==> src/rtl/spi_xfer_sched.sv <==
// spi_xfer_sched: sequences one flash command into the SPI serializer.
// Words are pushed in this order: opcode, address bytes MSB first,
// upstream write payload, then zero dummy words that clock in read data.
// The block owns chip select for the whole transaction and marks which
// shifted-out words carry read data.
module spi_xfer_sched #(
  parameter int SSIZE      = 1,
  parameter int CSNUM      = 8,
  parameter int ADDR_BYTES = 3,
  parameter int LEN_W      = 16,
  parameter int CS_GAP     = 2
) (
  input  logic                      clk,
  input  logic                      rst_n,
  input  logic                      cmd_vld,
  output logic                      cmd_ready,
  input  logic [7:0]                cmd_op,
  input  logic                      cmd_has_addr,
  input  logic [8*ADDR_BYTES-1:0]   cmd_addr,
  input  logic [LEN_W-1:0]          cmd_wr_len,
  input  logic [LEN_W-1:0]          cmd_rd_len,
  input  logic                      tx_vld,
  input  logic [7:0]                tx_data,
  output logic                      tx_ready,
  output logic                      ser_wr_vld,
  output logic [SSIZE*CSNUM-1:0]    ser_wr_data,
  input  logic                      ser_wr_ready,
  input  logic                      ser_rd_last,
  output logic                      spi_cs_n,
  output logic                      rx_word_vld,
  output logic                      busy,
  output logic                      done
);

  localparam int W  = SSIZE * CSNUM;
  localparam int AW = 8 * ADDR_BYTES;
  localparam int CW = LEN_W + 2;
  localparam int GW = (CS_GAP > 1) ? $clog2(CS_GAP) : 1;

  typedef enum logic [2:0] {
    IDLE,
    CMD,
    ADDR,
    WDATA,
    RDUMMY,
    DRAIN,
    GAP
  } state_t;

  state_t            state;
  logic [7:0]        op_q;
  logic              has_addr_q;
  logic [AW-1:0]     addr_sr;
  logic [LEN_W-1:0]  wr_len_q;
  logic [LEN_W-1:0]  rd_len_q;
  logic [LEN_W-1:0]  phase_cnt;
  logic [CW-1:0]     push_cnt;
  logic [CW-1:0]     shift_cnt;
  logic [CW-1:0]     shift_nxt;
  logic [CW-1:0]     nonrd;
  logic [GW-1:0]     gap_cnt;
  logic              push;

  assign push      = ser_wr_vld && ser_wr_ready;
  assign shift_nxt = shift_cnt + CW'(ser_rd_last);
  assign busy      = (state != IDLE);
  assign cmd_ready = (state == IDLE);

  // Word source mux: the payload phase is a straight pass-through of the upstream stream.
  always_comb begin
    ser_wr_vld  = 1'b0;
    ser_wr_data = '0;
    tx_ready    = 1'b0;
    case (state)
      CMD: begin
        ser_wr_vld  = 1'b1;
        ser_wr_data = W'(op_q);
      end
      ADDR: begin
        ser_wr_vld  = 1'b1;
        ser_wr_data = W'(addr_sr[AW-1 -: 8]);
      end
      WDATA: begin
        ser_wr_vld  = tx_vld;
        ser_wr_data = W'(tx_data);
        tx_ready    = ser_wr_ready;
      end
      RDUMMY: begin
        ser_wr_vld  = 1'b1;
        ser_wr_data = '0;
      end
      default: begin
      end
    endcase
  end

  // Transaction FSM with chip select, done and read-word flag registered alongside it.
  always_ff @(posedge clk or negedge rst_n) begin
    if (!rst_n) begin
      state       <= IDLE;
      op_q        <= '0;
      has_addr_q  <= 1'b0;
      addr_sr     <= '0;
      wr_len_q    <= '0;
      rd_len_q    <= '0;
      phase_cnt   <= '0;
      push_cnt    <= '0;
      shift_cnt   <= '0;
      nonrd       <= '0;
      gap_cnt     <= '0;
      spi_cs_n    <= 1'b1;
      rx_word_vld <= 1'b0;
      done        <= 1'b0;
    end else begin
      done        <= 1'b0;
      rx_word_vld <= ser_rd_last && busy && (shift_cnt >= nonrd);
      if (push) push_cnt <= push_cnt + CW'(1);
      if (state != IDLE) shift_cnt <= shift_nxt;
      case (state)
        IDLE: begin
          if (cmd_vld) begin
            op_q       <= cmd_op;
            has_addr_q <= cmd_has_addr;
            addr_sr    <= cmd_addr;
            wr_len_q   <= cmd_wr_len;
            rd_len_q   <= cmd_rd_len;
            nonrd      <= CW'(1) + (cmd_has_addr ? CW'(ADDR_BYTES) : CW'(0)) + CW'(cmd_wr_len);
            push_cnt   <= '0;
            shift_cnt  <= '0;
            spi_cs_n   <= 1'b0;
            state      <= CMD;
          end
        end
        CMD: begin
          if (push) begin
            if (has_addr_q) begin
              phase_cnt <= LEN_W'(ADDR_BYTES - 1);
              state     <= ADDR;
            end else if (wr_len_q != '0) begin
              phase_cnt <= wr_len_q;
              state     <= WDATA;
            end else if (rd_len_q != '0) begin
              phase_cnt <= rd_len_q;
              state     <= RDUMMY;
            end else begin
              state <= DRAIN;
            end
          end
        end
        ADDR: begin
          if (push) begin
            addr_sr <= addr_sr << 8;
            if (phase_cnt == '0) begin
              if (wr_len_q != '0) begin
                phase_cnt <= wr_len_q;
                state     <= WDATA;
              end else if (rd_len_q != '0) begin
                phase_cnt <= rd_len_q;
                state     <= RDUMMY;
              end else begin
                state <= DRAIN;
              end
            end else begin
              phase_cnt <= phase_cnt - LEN_W'(1);
            end
          end
        end
        WDATA: begin
          if (push) begin
            if (phase_cnt == LEN_W'(1)) begin
              if (rd_len_q != '0) begin
                phase_cnt <= rd_len_q;
                state     <= RDUMMY;
              end else begin
                state <= DRAIN;
              end
            end else begin
              phase_cnt <= phase_cnt - LEN_W'(1);
            end
          end
        end
        RDUMMY: begin
          if (push) begin
            if (phase_cnt == LEN_W'(1)) state <= DRAIN;
            else phase_cnt <= phase_cnt - LEN_W'(1);
          end
        end
        DRAIN: begin
          if (shift_nxt == push_cnt) begin
            spi_cs_n <= 1'b1;
            done     <= 1'b1;
            gap_cnt  <= GW'(CS_GAP - 1);
            state    <= GAP;
          end
        end
        GAP: begin
          if (gap_cnt == '0) state <= IDLE;
          else gap_cnt <= gap_cnt - GW'(1);
        end
        default: state <= IDLE;
      endcase
    end
  end

endmodule

==> config.mk <==
export PLATFORM = sky130hd
export DESIGN_NAME = spi_xfer_sched
export DESIGN_NICKNAME = d
export VERILOG_FILES = /design/src/rtl/spi_xfer_sched.sv
export SDC_FILE = /design/constraint.sdc
export NUM_CORES = 1
export LEC_CHECK = 0
export CAP_MARGIN = 0
export CORE_MARGIN = 1.5
export CORE_UTILIZATION = 60
export CTS_BUF_LIST = sky130_fd_sc_hd__clkbuf_8
export CTS_CLUSTER_SIZE = 12
export DETAILED_ROUTE_END_ITERATION = 6
export DONT_BUFFER_PORTS = 1
export PLACE_DENSITY = 0.78
export SYNTH_ARGS = -nofsm -noshare
export SYNTH_HDL_FRONTEND = slang
export SYNTH_SLANG_ARGS = --single-unit
==> constraint.sdc <==
create_clock -name clk -period 2.3 [get_ports clk]
set_input_delay 0.575 -clock clk [delete_from_list [all_inputs] [get_ports clk]]
set_output_delay 0.575 -clock clk [all_outputs]
set_load 0.01 [all_outputs]
==> results of run 1 <==
[placed cells by master (no fill, tap or decap), types with 9 or more instances in the layout]
master,count
nand2_1,196
dfrtp_1,136
buf_4,86
o21ai_0,85
nor2_1,67
a21oi_1,45
inv_1,33
xor2_1,33
nand3_1,28
mux2i_1,25
o21ai_1,22
ha_1,22
xnor2_1,20
clkbuf_8,17
nand4_1,16
a31oi_1,15
nor3_1,12
nor4_1,11
nor2_2,10
nor2b_1,9
a22o_1,9
[registers in the layout, indices dropped and copies added, names as in the netlist]
register,count
addr_sr,24
done,1
gap_cnt,1
has_addr_q,1
nonrd,17
op_q,8
phase_cnt,16
push_cnt,18
rd_len_q,16
rx_word_vld,1
shift_cnt,18
spi_cs_n,1
state,3
wr_len_q,16
[path summary, 6_finish.rpt]
| check | depth (start not counted) | end | slack [ps] |
|---|---|---|---|
| worst max-delay path | 9 | state[0] | -160 |
| worst min-delay path | 0 | push_cnt[16] | -210 |
| worst max register to register | 9 | state[0] | -160 |
| worst min register to register | 2 | nonrd[10] | 490 |
| max in group asynchronous | 0 | spi_cs_n | 2280 |
| min in group clk | 1 | shift_cnt[0] | 210 |
[repair_timing]
action | CTS | global route
endpoints found under the setup margin | 15 | 28
resized for setup | 18 | 19
buffers inserted | 7 | 8
pin swaps | 2 | 3
hold endpoints to repair | 141 | 141
[logic make-up (layout without fill, tap and decap cells)]
| kind of cell | count (synthesis) | count (layout) | synth area share, % |
|---|---|---|---|
| buffers and inverters | 92 | 163 | 4.65 |
| flip-flops | 141 | 141 | 42.6 |
| adder cells (fa/ha/maj) | 25 | 25 | 3.86 |
| AO/OA/AOI/OAI | 242 | 242 | 17.6 |
| XOR/XNOR | 53 | 53 | 5.60 |
| AND/OR/NAND/NOR | 403 | 403 | 22.3 |
| multiplexers | 28 | 28 | 3.41 |
[through the flow]
| step | setup TNS [ps] | setup WS, ps | cell area [µm²] | cells |
|---|---|---|---|---|
| CTS | -136 | -61.7 | 9510 | 1223 |
| detailed placement | -870 | -248 | 8970 | 1184 |
| global route | -1400 | -216 | 9630 | 1231 |
| global placement | -756 | -220 | 8970 | 1184 |
| finish | -570 | -162 | 9630 | 1231 |
| floorplan | -452 | -167 | 8350 | 984 |
[cell type report]
type / instances / area, µm² / area share, %
clock inverters: 15 / 186 / 1.94
clock buffers: 17 / 234 / 2.43
inverters: 35 / 135 / 1.40
flip-flops and latches: 141 / 3530 / 36.7
repair buffers: 96 / 808 / 8.40
multi-input cells: 751 / 4510 / 46.8
well taps: 176 / 220 / 2.29
[routing by layer]
layer / up-vias / share of wire (%) / wire, µm / track usage (%)
met5: - / 0 / 0 / 0
met4: 0 / 2.2 / 486 / 10.5
met3: 48 / 6.8 / 1500 / 7.69
met2: 278 / 48 / 10600 / 51.2
met1: 3633 / 43 / 9340 / 41.2
li1: 3552 / - / - / -
[worst max-delay path: stages, from the launching register on]
cell       delay, ps
dfrtp_1          410
ha_4             180
ha_4             210
xor2_1           160
a211oi_2         190
o2111ai_1        150
or4_4            520
nor4_4           250
a21oi_2          120
nand2b_1         160
[power groups by stage]
stage               registers, mW  clock network [mW]  logic, mW
floorplan                    3.88                   0       3.25
global placement             4.16                   0       4.31
detailed placement           4.16                   0       4.43
CTS                          4.13                2.20       4.69
global route                 4.27                2.29       5.48
finish                       4.18                2.18       4.93
==> run metrics, run 1 <==
final setup fails 6; Detailed Routing Iterations Pass 1 6; status complete, but fails checks; worst path arrival time 2820 ps; worst hold slack -207 ps; Final Wtd Congestion 0.994; largest net degree at the start of global routing 142; critical path fanouts, max 3; RSZ-0062 raised after global routing yes; pwr dens about 1200 mW/mm²; Die X 121 µm; relative slew slack 69.3%; n_diodes 0; area of the die 0.0145 mm²; final slew viol count 0; final hold vios 140; # H-tree levels 4; WS Path Type register to register; post-DP HPWL 15100 µm; antenna violations before repair 0; Yosys reg bits 141; Leak Pwr 4.40 nW; Cell variety after synth between 60 and 70; layout net count 1146; clk_lat worst skew ~470 ps; Commonest cells post-synth 198 x nand2_1, 140 x dfrtp_1, 85 x o21ai_0, 77 x nor2_1, 49 x a21oi_1; Starting Density between 60% and 70%; most used standard cell by instance count after synthesis nand2_1; ys flop type dfrtp_1; CP endpoint kind register; cells after synthesis 984; WL/cell 17.8 µm; Core Util, Final 72.1%; Clock Sinks around 140; Area contributors post-synth dfrtp_1 42%, nand2_1 9.0%, o21ai_0 5.1%; Seq/Total Area, Yosys 42.6%; worst r2r src shift_cnt[0]; Async SR Flop Fraction 100%; via/cell ratio 6.10; vias in the first global route a little over 7000; Routed WL 21900 µm; fmax 0.406 GHz; peak supply drop 781 µV; total power 11.3 mW; failing checks hold timing, setup timing; Worst Max-Slew Pin Slew 455 ps; Post-synth EDFFs 0; Rows 42; IO buf count 0; combinational share of power between 40% and 50%; area share of the leading cell type in the synthesized netlist between 40% and 50%; clock transition at the registers of the reported paths 90 ps; CTS tree yes; Die Y 121 µm; ANT nets after route 0; Crit path required time 2660 ps; Max-Cap Viols 0; # fillers 1055; Syn Nets 1088; total net switching power 4.61 mW; # DRC 0; Clock Path Buffers 2; core area 0.0133 mm²; clock share of power 19.3%; Internal 6.67 mW; DR iter-0 viols 663; Hold Crit Class primary input to async pin; Yosys top cell by area dfrtp_1; global-route wire length before repair 35700 µm; Final Worst Setup Slack -162 ps; layout cells sized above 1 17.1%; total number of vias 7511; Yosys Warn Count 0; Syn Std Cell Area around 0.0083 mm²; Reg power frac 37.0%; total track usage 31.4%; sw frac 40.9%; Overflow after GRT 0; CTS buffer count 17; Final min period ~2500 ps; Root Buffer clkbuf_8; crit start category register; Crit. Startpoint shift_cnt[0]; Area Growth Syn to Fin 16.1%; period utilisation layout 107%; # IOs 94; average size of a mapped cell between 8 and 9 µm²; clk_skew 12.4 ps
(Power assumes the default switching activity.)
==> run 2: changes to the inputs <==
--- a/config.mk
+++ b/config.mk
@@ -12,7 +12,7 @@
 export CTS_CLUSTER_SIZE = 12
 export DETAILED_ROUTE_END_ITERATION = 6
 export DONT_BUFFER_PORTS = 1
-export PLACE_DENSITY = 0.78
+export PLACE_DENSITY = 0.75
 export SYNTH_ARGS = -nofsm -noshare
 export SYNTH_HDL_FRONTEND = slang
 export SYNTH_SLANG_ARGS = --single-unit
==> constraint.sdc (replaced) <==
create_clock -name clk -period 2.7 [get_ports clk]
set_input_delay 0.675 -clock clk [delete_from_list [all_inputs] [get_ports clk]]
set_output_delay 0.675 -clock clk [all_outputs]
set_load 0.01 [all_outputs]
==> run 2 against run 1 <==
Compared with the run above: the flow finishes with violations (hold timing); flip-flop and latch count did not move; critical path depth did not move; critical endpoint unchanged; wire length fell by 7.1%; via count fell by 5.7%; combinational power fell by 29%; core utilization fell by 4.6 points; register-to-register slack improved by 310 ps; global-route usage fell by 2.2 points; count of clock-buffer cells in the layout rose by 2.
==> run metrics, run 2 (synthesized netlist as in run 1, its figures left out) <==
Die X 121 µm (unchanged); # IOs 94 (unchanged); peak supply drop 540 µV (-31%); dpl cell area 0.00859 mm² (-4.2%); failing checks hold timing; clk_lat worst skew 470 ps (about the same); Routed WL 20400 µm (-7.1%); # H-tree levels 4 (unchanged); n_diodes 0 (unchanged); total number of vias 7080 (-5.7%); clock transition at the registers of the reported paths 80 ps (about the same); slowest CP cell or4_4; worst path arrival time 2900 ps (+80 ps); reg2reg setup slack 150 ps (+310 ps); pwr dens 967 mW/mm² (-18%); CP top delay family simple AND/OR/NAND/NOR gates; CTS tree yes; CTS buffer count 17 (unchanged); CP endpoint kind register; Detailed Routing Iterations Pass 1 5 (-1); DR iter-0 viols 624 (-5.9%); area of the die 0.0145 mm² (unchanged); total track usage 29.2% (-2.2 points); Leak Pwr 4.11 nW (-6.6%); Final Worst Setup Slack 150 ps (+312 ps); Overflow after GRT 0 (unchanged); IO buf count 0 (unchanged); vias in the first global route 6651 (-8.5%); global-route wire length before repair 33400 µm (-6.6%); Biggest register addr_sr; Final Instance Area 0.00902 mm² (-6.3%); status complete, but fails checks; largest net degree at the start of global routing 142 (unchanged); total power 8.72 mW (-23%); Final min period 2550 ps (+87.9 ps); via/cell ratio 6.02 (-1.4%); Area Growth Syn to Fin 8.77%; Worst Max-Slew Pin Slew 547 ps (+91.7 ps); worst hold slack -96.5 ps (+110 ps); Clock Path Buffers 2 (unchanged); layout cells sized above 1 10.1% (-7.0 points); final setup fails 0 (-6); ANT nets after route 0 (unchanged); Rows 42 (unchanged); CP Cell Sequence ha_1 -> ha_2 -> xor2_1 -> a211oi_1 -> o2111ai_1 -> or4_4 -> nor4_4 -> a21oi_1 -> nand2b_1; most frequent cells in the layout 197 x nand2_1, 139 x dfrtp_1, 85 x o21ai_0; crit start category register; post-DP HPWL 14600 µm (-3.5%); biggest regs addr_sr: 24 flops, push_cnt: 18 flops, shift_cnt: 18 flops; period utilisation layout 94.5% (-13 points); Worst path max stage delay 510 ps (about the same); core area 0.0133 mm² (unchanged); WS Path Type register to register; commonest non-fill, non-tap cell in the layout nand2_1; antenna violations before repair 0 (unchanged); fmax 0.392 GHz (-3.4%); layout net count 1093 (-4.6%); dpl ws -143 ps (+106 ps); Starting Density 62.1% (unchanged); Crit path required time 3050 ps (+390 ps); final hold vios 140 (unchanged); # DRC 0 (unchanged); Largest register FFs 24 (unchanged); Clock Sinks 141 (unchanged); Core Util, Final 67.6% (-4.6 points); clk_skew 12.8 ps (+0.415 ps); Hold Crit Class primary input to async pin; Die Y 121 µm (unchanged); Root Buffer clkbuf_8; final slew viol count 0 (unchanged); relative slew slack 63.2% (-6.0 points); Max-Cap Viols 0 (unchanged); critical path fanouts, max 2 (-1); WL/cell 17.3 µm (-2.8%); CP bufs+invs 0 (unchanged); RSZ-0062 raised after global routing no; Final Wtd Congestion 0.925 (-7.0%)
## run 2: cell count changes in the layout (fill, tap and decap cells not counted), moves of 3 or more
cell / change
buf_12: -5
nor2_1: +9
nor2_2: -9
dfrtp_2: -3
dfrtp_1: +3
buf_4: -44
## run 2: per-stage QoR
stage / TNS, ps / std cells
finish: 0 / 1177
floorplan: 0 / 984
global route: 0 / 1177
detailed placement: -310 / 1144
CTS: 0 / 1175
global placement: -108 / 1144
## run 2: report_power, final
group | switching [mW] | leakage, nW | internal [mW] | total [mW]
Combinational | 2.03 | 2.11 | 1.45 | 3.48
Sequential | 0.730 | 1.82 | 2.86 | 3.59
Clock | 0.873 | 0.182 | 0.776 | 1.65
Total | 3.63 | 4.11 | 5.09 | 8.72
## run 2: final cells by class
cell class	count	area [µm²]
Tap cell	176	220
Clock buffer	19	262
Multi-Input combinational cell	751	4430
Fill cell	1181	4330
Inverter	35	131
Timing Repair Buffer	43	335
Sequential cell	141	3530
Clock inverter	12	113
## run 2: path summary, 6_finish.rpt
path,cells after the start,endpoint,from
hold / removal,0,shift_cnt[12],rst_n
setup reg to reg,9,state[0],shift_cnt[0]
min in group clk,1,shift_cnt[0],cmd_vld
setup / recovery,9,state[0],shift_cnt[0]
max in group asynchronous,0,spi_cs_n,rst_n
hold reg to reg,2,op_q[1],op_q[1]
## run 2: layer usage
| layer | wire (µm) | track usage (%) | share of wire, % |
|---|---|---|---|
| met1 | 9250 | 41.0 | 45 |
| met2 | 9390 | 45.5 | 46 |
| met4 | 342 | 9.71 | 1.7 |
| met5 | 0 | 0 | 0 |
| met3 | 1380 | 6.08 | 6.8 |
## run 2: worst register-to-register path: stages, from the launching register on
cell       delay (ps)
dfrtp_1           390
ha_1              210
ha_2              270
xor2_1            160
a211oi_1          230
o2111ai_1         150
or4_4             510
nor4_4            210
a21oi_1           130
nand2b_1          160
## run 2: timing repair
action / 4_1_cts / 5_1_grt
gates resized for setup: 1 / 7
setup endpoints to repair: 8 / 14
buffers inserted: 0 / 2
hold endpoints to repair: 140 / 140
